### src/rtl/mac_operand_seq.sv
// Operand sequencer feeding the 4-bit signed MAC.
// Holds two operand vectors loaded by a host port and, on start, streams
// A[i]/B[i] pairs one per cycle, then idles DRAIN_CYC cycles so the MAC
// accumulator settles before done pulses.
//
// state | meaning
// IDLE  | waiting for start; host writes accepted
// RUN   | one operand pair presented per cycle
// DRAIN | valids low while the MAC finishes accumulating
// DONE  | one-cycle done pulse, then back to IDLE
module mac_operand_seq #(
    parameter int DW        = 4,
    parameter int DEPTH     = 8,
    parameter int AW        = 3,
    parameter int DRAIN_CYC = 2
) (
    input  logic                 clk,
    input  logic                 reset,
    input  logic                 wr_en,
    input  logic                 wr_sel,
    input  logic [AW-1:0]        wr_addr,
    input  logic signed [DW-1:0] wr_data,
    input  logic                 start,
    input  logic [AW:0]          len,
    output logic signed [DW-1:0] out_a,
    output logic signed [DW-1:0] out_b,
    output logic                 out_valid_a,
    output logic                 out_valid_b,
    output logic                 last,
    output logic                 busy,
    output logic                 done,
    output logic                 wr_err
);

    localparam int CW = (DRAIN_CYC > 1) ? $clog2(DRAIN_CYC) : 1;

    typedef enum logic [1:0] {
        IDLE  = 2'd0,
        RUN   = 2'd1,
        DRAIN = 2'd2,
        DONE  = 2'd3
    } state_t;

    state_t                state;
    logic signed [DW-1:0]  mem_a [DEPTH];
    logic signed [DW-1:0]  mem_b [DEPTH];
    logic [AW-1:0]         idx;
    logic [AW:0]           len_q;
    logic [AW:0]           len_c;
    logic [CW-1:0]         cnt;

    // Requests longer than the vectors are clamped rather than wrapping.
    assign len_c = (len > (AW+1)'(DEPTH)) ? (AW+1)'(DEPTH) : len;

    // Host write port: only accepted while idle; rejected writes flag wr_err.
    always_ff @(posedge clk or negedge reset) begin
        if (!reset) begin
            for (int i = 0; i < DEPTH; i++) begin
                mem_a[i] <= '0;
                mem_b[i] <= '0;
            end
            wr_err <= 1'b0;
        end else begin
            wr_err <= wr_en && (state != IDLE);
            if (wr_en && (state == IDLE) && ({1'b0, wr_addr} < (AW+1)'(DEPTH))) begin
                if (wr_sel)
                    mem_b[wr_addr] <= wr_data;
                else
                    mem_a[wr_addr] <= wr_data;
            end
        end
    end

    // Sequencing FSM; every output is produced directly from a register.
    always_ff @(posedge clk or negedge reset) begin
        if (!reset) begin
            state       <= IDLE;
            idx         <= '0;
            len_q       <= '0;
            cnt         <= '0;
            out_a       <= '0;
            out_b       <= '0;
            out_valid_a <= 1'b0;
            out_valid_b <= 1'b0;
            last        <= 1'b0;
            busy        <= 1'b0;
            done        <= 1'b0;
        end else begin
            case (state)
                IDLE: begin
                    done <= 1'b0;
                    if (start) begin
                        len_q <= len_c;
                        busy  <= 1'b1;
                        if (len_c == '0) begin
                            state <= DONE;
                            done  <= 1'b1;
                        end else begin
                            // First pair is registered on the sampling edge so
                            // it is visible in the very next cycle.
                            state       <= RUN;
                            out_a       <= mem_a[0];
                            out_b       <= mem_b[0];
                            out_valid_a <= 1'b1;
                            out_valid_b <= 1'b1;
                            last        <= (len_c == (AW+1)'(1));
                            idx         <= AW'(1);
                        end
                    end
                end

                RUN: begin
                    if (last) begin
                        // The final pair has just been presented.
                        out_a       <= '0;
                        out_b       <= '0;
                        out_valid_a <= 1'b0;
                        out_valid_b <= 1'b0;
                        last        <= 1'b0;
                        cnt         <= '0;
                        if (DRAIN_CYC == 0) begin
                            state <= DONE;
                            done  <= 1'b1;
                        end else begin
                            state <= DRAIN;
                        end
                    end else begin
                        out_a <= mem_a[idx];
                        out_b <= mem_b[idx];
                        last  <= ({1'b0, idx} == len_q - (AW+1)'(1));
                        idx   <= idx + AW'(1);
                    end
                end

                DRAIN: begin
                    if (cnt == CW'(DRAIN_CYC - 1)) begin
                        state <= DONE;
                        done  <= 1'b1;
                    end else begin
                        cnt <= cnt + CW'(1);
                    end
                end

                DONE: begin
                    // start is deliberately ignored here; a held start
                    // launches again from the following IDLE cycle.
                    state <= IDLE;
                    done  <= 1'b0;
                    busy  <= 1'b0;
                    idx   <= '0;
                end

                default: begin
                    state <= IDLE;
                end
            endcase
        end
    end

endmodule

### config.mk
export PLATFORM = sky130hd
export DESIGN_NAME = mac_operand_seq
export DESIGN_NICKNAME = d
export VERILOG_FILES = /design/src/rtl/mac_operand_seq.sv
export SDC_FILE = /design/constraint.sdc
export NUM_CORES = 1
export LEC_CHECK = 0
export ABC_AREA = 1
export ABC_CLOCK_PERIOD_IN_PS = 2850
export BUFFER_PORTS_ARGS = -buffer_cell sky130_fd_sc_hd__buf_2
export CAP_MARGIN = 40
export CELL_PAD_IN_SITES_DETAIL_PLACEMENT = 0
export CELL_PAD_IN_SITES_GLOBAL_PLACEMENT = 1
export CORE_MARGIN = 3
export CORE_UTILIZATION = 35
export DETAILED_ROUTE_END_ITERATION = 10
export GPL_TIMING_DRIVEN = 0
export PLACE_DENSITY_LB_ADDON = 0.1
export SLEW_MARGIN = 20
export SYNTH_ARGS = -nofsm -noshare
export SYNTH_HDL_FRONTEND = slang
export SYNTH_SLANG_ARGS = --single-unit
### constraint.sdc
create_clock -name clk -period 2.85 [get_ports clk]
set_input_delay 0.1425 -clock clk [delete_from_list [all_inputs] [get_ports clk]]
set_output_delay 0.1425 -clock clk [all_outputs]
set_load 0.03 [all_outputs]
Word-level counts from Yosys, hierarchy flattened --
Cells that the tools add are included.
Storage, ports and cells: flip-flop bits (word level) 87, input port bits 16, logic and storage cells 112
Cells by class: add/sub/neg operators 3, order comparisons 4, eq/ne operators 10, multiplexer cells 44, bitwise gates (word level) 3, reduce and logical (&&, ||, !) cells 21
Operators by type and width (count):
- $bwmux W32 | 2
- $mux W4 | 12
- $bmux W4 S3 | 2
- $pmux W4 S2 | 2
- $demux W4 S3 | 1
- $reduce_and A2 Y1 | 6
- $mux W1 | 11
- $ne A2 B2 Y1 const B | 5
- $mux W3 | 3
- $pmux W3 S3 | 1
- $ge A4 B4 Y1 const B | 2
- $mux W2 | 4
- $not A3 Y4 | 2
- $pmux W1 S2 | 4
- $pmux W2 S4 | 1
- $reduce_and A4 Y1 | 2
- $reduce_bool A2 Y1 | 4
- $reduce_and A3 Y1 | 2
- $reduce_bool A3 Y1 | 2
- $eq A2 B2 Y1 const B | 2
- $eq A3 B4 Y1 | 1
- $eq A4 B1 Y1 const B | 1
- $gt A4 B4 Y1 const B | 1
- $logic_not A4 Y1 | 1
- other kinds (9) | 11

Longest topological paths before layout --
Gate-level depths: netlist of run 1.
depth in word-level cells 6, depth in mapped cells 10

Worst setup path after synthesis of run 1 --
No wires, ideal clock.
path kind register to register, from reg state[1], to reg mem_a[10] (netlist name), setup time 0.133 ns, data arrival time 1.512 ns, required time 2.717 ns, path slack 1.205 ns, stages on the path, launching flop included 8, path buffers 0, clock period less this slack 1.645 ns, cells stage by stage dfrtp_1 inv_1 ha_1 inv_1 nor3_4 nand4_2 nand2_1 o21ai_0
On the way: word-level cells in the longest chain between the ends 3
RTL lines:
- start, declared | line 44 | state_t state;
- start signal, assigned | line 77 | state <= IDLE;
- start signal, assigned | line 96 | state <= DONE;
- start signal, assigned | line 101 | state <= RUN;
- $logic_not A2 Y1 | line 65 | if (wr_en && (state == IDLE) && ({1'b0, wr_addr} < (AW+1)'(DEPTH))) begin
- $logic_and A1 B1 Y1 | line 65
- $reduce_and A2 Y1 (no line)
- end signal, assigned by index | line 69 | mem_a[wr_addr] <= wr_data;
- end, declared | line 45 | logic signed [DW-1:0] mem_a [DEPTH];
No other way between the ends. A chain may end at the register's enable or synchronous reset.

Final worst setup path of run 1 --
from reg state[1], to reg mem_a[7] (netlist name)
Same word-level chain as after synthesis.

==> results of run 1 <==
## flip-flops by register name, indices dropped and copies added, names as in the netlist
| name | flops |
|---|---|
| cnt | 1 |
| state | 2 |
| len_q | 4 |
| wr_err | 1 |
| out_b | 4 |
| last | 1 |
| done | 1 |
| mem_a | 32 |
| out_valid_b | 1 |
| idx | 3 |
| busy | 1 |
| mem_b | 32 |
| out_a | 4 |
## area by class of cell
cell class	instances	area, um^2
Fill cell	1305	7046
Clock inverter	6	85.08
Tap cell	168	210.2
Buffer	20	83.83
Multi-Input combinational cell	382	1804
Sequential cell	87	2177
Clock buffer	10	229.0
Inverter	90	337.8
Timing Repair Buffer	31	188.9
## layer usage
metal | up-vias | global-route usage
li1 | 1920 | -
met2 | 55 | 0.2822
met3 | 9 | 0.03110
met4 | 0 | 0.06593
met1 | 1759 | 0.2650
met5 | - | 0
## where the power goes
part           total, mW  switching, mW  leakage (nW)  internal, mW
clock               1.26          0.499         0.148         0.765
combinational       2.44           1.63          1.25         0.810
sequential          2.13          0.305          1.10          1.82
total               5.83           2.43          2.50          3.40
## cell families after synthesis
kind of cell | after synthesis | share of synthesized area
AND/OR/NAND/NOR | 265 | 0.2609
XOR/XNOR | 2 | 0.003979
AO/OA/AOI/OAI | 107 | 0.1222
adder cells (fa/ha/maj) | 8 | 0.02273
flip-flops | 87 | 0.4945
buffers and inverters | 110 | 0.09577
## path summary, 6_finish.rpt
path                            end     start  cells past startpoint
max                        mem_a[7]  state[1]                      7
min                        len_q[2]    len[2]                      3
max reg2reg                mem_a[7]  state[1]                      7
min reg2reg                mem_a[4]  mem_a[4]                      2
max in group asynchronous  mem_a[0]     reset                      3
min in group asynchronous  mem_b[9]     reset                      2
## stage by stage
stage	hold slack, ns	setup WS, ns
final	0.03215	0.7295
after global routing	0.02821	0.4953
after CTS	0.02806	0.7035
after detailed placement	0.03939	0.7159
after global placement	0.3830	0.7392
after floorplan	-0.1531	1.205
## placed cells by master, fill, tap and decap left out, drive strengths merged
| cell | Yosys | final |
|---|---|---|
| or2 | 1 | 1 |
| inv | 87 | 87 |
| nand2 | 166 | 166 |
| clkinvlp | 0 | 2 |
| clkinv | 3 | 5 |
| nor4 | 2 | 2 |
| buf | 6 | 36 |
| dfrtp | 87 | 87 |
| ha | 8 | 8 |
| nand4 | 4 | 4 |
| dlygate4sd3 | 0 | 1 |
| a21oi | 22 | 22 |
| bufinv | 0 | 2 |
| nor3 | 9 | 9 |
| o21ai | 83 | 83 |
| o22ai | 2 | 2 |
| xnor2 | 1 | 1 |
| xor2 | 1 | 1 |
| clkbuf | 14 | 24 |
| nor2 | 26 | 26 |
| nand3 | 57 | 57 |
## worst min-delay path: stages
cell and delay, ns:
buf_2 0.09, nand2_1 0.05, o21ai_0 0.06
## repair_timing
action / 4_1_cts / 5_1_grt
hold buffers: 1 / 0
hold endpoints to repair: 27 / 0
setup buffers: 0 / 0
==> impl_results.md, run 1 <==
* EDFF count, synth at 0
* Die W at 118.2 um
* FP Rows at 40
* Count leader, synth: nand2_1
* WP data required at 3.05 ns
* Least-Margin Pin Slew at 0.6502 ns
* Detail Route Antenna Nets at 0
* RSZ-0062 raised after global routing: no
* Vias per cell at 4.714
* Final clock skew at 0.007354 ns
* First-pass GRT wire length at 20.19 mm
* Setup violations, final at 0
* Status: finished, final reports clean
* Placed cell count at 777
* Synth-to-Final Area Change at 16.20%
* # resized after CTS at 0
* Dominant cell type by area after synthesis: dfrtp_1
* Final HPWL DP at 8.682 mm
* CP endpoint kind: flop
* Final Critical Period at 2.121 ns
* Sequential share of the synthesized area at 0.4945
* DRT Pass-1 Iters at 5
* Met1 wire length at 5.932 mm
* CP top delay family: simple AND/OR/NAND/NOR gates
* Worst vdd ir at 0.3476 mV
* CTS H-tree depth at 3
* Startpoint Class: flop
* Pwr per Cell Area at 1139 mW/mm^2
* Starting DRC count in detailed routing at 177
* Number of global-route vias before repair at 3769
* Largest net degree at the start of global routing at 61
* Maximum clock path buffer count at 2
* Synth top area share at 0.4945
* Util after Layout at 0.4207
* Total gr overflow at 0
* Global Route Usage Sum at 0.1850
* Root buf cell: clkbuf_16
* Initial cell density of the core at 0.3620
* Fraction of layout cells with a size suffix above 1 at 0.09265
* Slowest-stage cell, CP: dfrtp_1
* Final cell count without fillers at 794
* Worst hold path class: in2reg
* Syn_area_per_cell at 7.604 um^2
* Cells after Synth at 579
* Worst-path cell chain: inv_1 -> ha_1 -> inv_1 -> nor3_4 -> nand2_1 -> nand2_1 -> o21ai_0
* TritonCTS clock tree: built
* Final Hold Viols at 0
* CTS buffer count at 9
* Slowest stage delay, CP at 0.44 ns
* Clock-pin slew on the worst setup and hold paths at 0.06 ns
* Number of diodes at 0
* Netlist cell types at 23
* Synthesized flop and latch total at 87
* Via count at 3743
* Die Height at 118.2 um
* Later-pin clock latency in the skew report at 0.35 ns
* Routed WL per cell at 15.07 um
* Largest cells by area after synthesis: dfrtp_1 (49%), nand2_1 (14%), o21ai_0 (9.4%)
* Post-route cell area at 0.005116 mm^2
* Fin crit share at 0.7440
* YS warnings at 0
* Uppermost routed layer: met4
* Critical path class: reg2reg
* Worst Path Arrival at 2.32 ns
* Detail Route met3 WL at 385 um
* Synth Flop Type: dfrtp_1
* Final TNS setup at 0 ns
* Max Fclk at 471.6 MHz
* P_leak at 2.500 nW
* Worst-path fanout max at 8
* DP Area at 0.004792 mm^2
* Initial antenna violation count at 0
* Final #Nets at 645
* Placer Congestion at 0.7947
* Drt total wl at 11.96 mm
* Port bufs at 29
* Die ar. at 0.01396 mm^2
* R2R Setup Slk at 0.73 ns
* Relative slew slack at 0.5665
* TritonCTS Sinks at 87
* Met2 wire length at 5.486 mm
* Buffers & Inverters on Critical Path at 2
* Max Slew Vio Count at 0
* Post-synth top cells: nand2_1 (166), dfrtp_1 (87), inv_1 (85)
* DRC errors left at 0
* Mapped cell area at 0.004403 mm^2
* Total Power at 5.828 mW
* Core area at 0.01216 mm^2
* Max cap viols at 0
* IO Pins at 30
* Ys async rst share at 1.000
* Mapped Nets at 603
Power figures use the tool's default switching activity.
==> run 2, diff against run 1 <==
ABC_AREA = 0   (was 1)
ABC_CLOCK_PERIOD_IN_PS = 2000   (was 2850)
clock period = 2 ns   (was 2.85 ns; I/O delays follow)
==> run 2 against run 1 <==
Effect of this change: final area is 1.3% lower; largest power group unchanged; sequential share of layout area rose by 0.59 points; area after synthesis is 2.7% lower; first-iteration DRC count shrank 21%; utilization grew 1.0 points; register-to-register slack got worse by 0.66 ns; sequential power increased by 42%; power rose by 39%; via count down 25%; synthesized cell count shrank 40%; wire length shrank 14%.
==> impl_results.md, run 2 <==
* Initial cell density of the core at 0.3658 (+0.003775)
* Reg2reg end: mem_a[13]
* Status: finished, final reports clean
* Syn_area_per_cell at 12.42 um^2 (+63%)
* Max Slew Vio Count at 0 (unchanged)
* CTS H-tree depth at 3 (unchanged)
* Worst hold path class: in2reg
* R2R depth at 6 (-1)
* P_leak at 2.356 nW (-5.8%)
* Int Pwr at 5.196 mW (+53%)
* Critical R2R Launch: state[0]
* Number of diodes at 0 (unchanged)
* Max cap viols at 0 (unchanged)
* Number of global-route vias before repair at 2880 (-24%)
* DRC errors left at 0 (unchanged)
* Cells after Synth at 345 (-40%)
* First-pass GRT wire length at 16.30 mm (-19%)
* Placer Congestion at 0.7093 (-11%)
* YS warnings at 0 (unchanged)
* CP endpoint kind: flop
* Hold depth at 3 (unchanged)
* Slowest-stage cell, CP: or4_1
* Fill cells at 1116 (-14%)
* Clock power share at 0.216 (about the same)
* Die ar. at 0.01360 mm^2 (-2.6%)
* Worst vdd ir at 0.5078 mV (+46%)
* Fin crit share at 0.9648 (+0.2208)
* Setup violations, final at 0 (unchanged)
* Mux cell area share after synthesis at 0.2655 (+0.2655)
* Worst slack, placed at -0.3136 ns (-1.029 ns)
* Global Route Usage Sum at 0.1631 (-0.02187)
* Clock-pin slew on the worst setup and hold paths at 0.06 ns (about the same)
* Critical path class: reg2reg
* Largest net degree at the start of global routing at 55 (-9.8%)
* Final Hold Viols at 0 (unchanged)
* Final cell count without fillers at 537 (-32%)
* WP data required at 2.23 ns (-0.82 ns)
* Final clock skew at 0.006949 ns (-0.0004057 ns)
* Worst Path Arrival at 2.16 ns (-0.16 ns)
* Sequential share of the synthesized area at 0.5082 (+0.01372)
* Root buf cell: clkbuf_16
* Drt total wl at 10.23 mm (-14%)
* Ys async rst share at 1.000 (unchanged)
* Starting DRC count in detailed routing at 139 (-21%)
* Routed WL per cell at 19.06 um (+26%)
* Least-Margin Pin Slew at 0.6011 ns (-0.04914 ns)
* Port bufs at 29 (unchanged)
* TritonCTS clock tree: built
* DRT Pass-1 Iters at 4 (-1)
* Largest registers: mem_a x32, mem_b x32
* Final #Nets at 413 (-36%)
* Netlist cell types at 43 (+87%)
* Final Critical Period at 1.930 ns (-0.1909 ns)
* Startpoint Class: flop
* Vias per cell at 5.218 (+11%)
* Synth Area in Compound Gates at 0.08674 (-0.03545)
* Synthesized flop and latch total at 87 (unchanged)
* IO Pins at 30 (unchanged)
* FP Rows at 39 (-2.5%)
* Synth Flop Type: dfrtp_1
* TritonCTS Sinks at 87 (unchanged)
* Comb power frac at 0.410 (-0.008)
* Maximum clock path buffer count at 2 (unchanged)
* Core area at 0.01171 mm^2 (-3.7%)
* Via count at 2802 (-25%)
* Synth Area in XOR/XNOR at 0.006133 (+0.002155)
* Commonest non-fill, non-tap cell in the layout: dfrtp_1
* Die Height at 116.6 um (-1.3%)
* Most frequent cells in the layout: dfrtp_1 (86), mux2_2 (58), mux2i_1 (35)
* Worst-path fanout max at 6 (-2)
* Placed cell count at 518 (-33%)
* Later-pin clock latency in the skew report at 0.35 ns (about the same)
* CTS buffer count at 9 (unchanged)
* Main combinational cell family by area after synthesis: multiplexers
* Die W at 116.6 um (-1.3%)
* Synth top area share at 0.5082 (+0.01372)
* Worst hold start: len[1]
* Dominant cell type by area after synthesis: dfrtp_1
* Post-synth top cells: dfrtp_1 (87), mux2_2 (58), mux2i_1 (35)
* Initial antenna violation count at 0 (unchanged)
* Sequential share of power at 0.374 (+0.009)
* Slowest stage delay, CP at 0.50 ns (+0.06 ns)
* Max Fclk at 518.2 MHz (+9.9%)
* Synth-to-Final Area Change at 17.84%
* Largest cells by area after synthesis: dfrtp_1 (51%), mux2_2 (15%), mux2i_1 (8.2%)
* Detail Route Antenna Nets at 0 (unchanged)
* Pwr per Cell Area at 1605 mW/mm^2 (+41%)
* Adder-cell area share of the yosys netlist at 0.02336 (+0.0006308)
* Total gr overflow at 0 (unchanged)
* Fraction of layout cells with a size suffix above 1 at 0.3629 (+0.2703)
* Final HPWL DP at 7.092 mm (-18%)
* Simple-gate share of the synthesized area at 0.08324 (-0.1776)
* Relative slew slack at 0.5956 (+0.02906)
* EDFF count, synth at 0 (unchanged)
* Final WS setup at 0.07038 ns (-0.6591 ns)
* Switching share of power at 0.3588 (-0.05813)
* Mapped cell area at 0.004284 mm^2 (-2.7%)
* Count leader, synth: dfrtp_1
* Mapped Nets at 369 (-39%)
* Worst Hold Path EP: len_q[1]
* P_sw at 2.908 mW (+20%)
* R2R Setup Slk at 0.07 ns (-0.66 ns)
* Worst-path cell chain: inv_2 -> ha_4 -> nand2_1 -> or4_1 -> buf_2 -> mux2_4
-- run 2: cell types whose count changed after synthesis, sizes merged, moves of 6 or more --
cell,change
nand2,-150
inv,-82
o21ai,-75
mux2,+66
nand3,-57
mux2i,+36
a22oi,+16
a21oi,-11
a32oi,+8
clkbuf,-8
buf,+7
nor2b,+6
-- run 2: what timing repair did --
action                                  4_1_cts  5_1_grt
endpoints found under the setup margin       38       22
hold buffers                                  1        0
buffers inserted                              2        1
resized for setup                            15        8
endpoints found under the hold margin        33        0
cloned                                        0        0
pin swaps                                     1        0
-- run 2: cells by family (layout without fill, tap and decap cells) --
family | Yosys count | after routing
DFF | 87 | 87
and+or+nand+nor | 68 | 68
xor gates and xnor gates | 3 | 3
buffers and inverters | 25 | 74
adders and majority gates | 8 | 8
AOI/OAI and AO/OA | 52 | 52
muxes | 102 | 102
-- run 2: area by class of cell --
class | count | area (um^2) | share of cell area
inverters | 6 | 23.77 | 0.004709
repair buffers | 34 | 211.5 | 0.04188
flip-flops and latches | 87 | 2178 | 0.4315
plain buffers | 18 | 108.9 | 0.02156
multi-input cells | 233 | 2037 | 0.4035
clock inverters | 3 | 40.04 | 0.007931
well taps | 143 | 178.9 | 0.03544
clock buffers | 13 | 270.3 | 0.05353
-- run 2: layer usage --
layer	wire length (um)	vias up	global-route usage
li1	-	1345	-
met1	5245	1413	0.2398
met2	4523	33	0.2372
met3	291	11	0.02953
met4	173	0	0.06651
met5	0	-	0
-- run 2: worst max-delay path by stage --
stage,startpoint,endpoint,slack (ns),cells past startpoint
3_3_place_gp,state[1],mem_b[17],-0.31,6
4_1_cts,state[0],mem_a[13],0.04,6
5_1_grt,state[1],last,-0.009,8
3_5_place_dp,state[1],mem_b[3],-0.31,6
2_1_floorplan,state[1],mem_a[12],0.15,6
6_report,state[0],mem_a[13],0.07,6
-- run 2: metrics by stage --
stage | util | hold slack (ns) | setup TNS, ns | total power, mW | cell area (um^2)
3_5_place_dp | 0.3964 | 0.01102 | -7.550 | 6.256 | 4642
3_3_place_gp | 0.3935 | 0.3973 | -12.47 | 6.192 | 4608
6_report | 0.4311 | 0.04406 | 0 | 8.105 | 5049
5_1_grt | 0.4311 | 0.05606 | -0.008906 | 8.664 | 5049
4_1_cts | 0.4295 | 0.03353 | 0 | 8.160 | 5030
2_1_floorplan | - | -0.1956 | 0 | 5.365 | 4284
-- run 2: power groups by stage --
stage / registers (mW) / logic [mW] / clock network, mW
floorplan: 3.20 / 2.17 / 0
global placement: 3.03 / 3.17 / 0
detailed placement: 3.05 / 3.20 / 0
CTS: 3.03 / 3.33 / 1.80
global route: 3.14 / 3.66 / 1.87
finish: 3.03 / 3.32 / 1.75
-- run 2: critical path: cells and delay by family, from the launching register on --
| family | cells | cell delay [ns] |
|---|---|---|
| fa+ha+maj | 1 | 0.17 |
| mux | 1 | 0.30 |
| buf+inv | 2 | 0.30 |
| flops | 1 | 0.45 |
| simple gates | 2 | 0.60 |
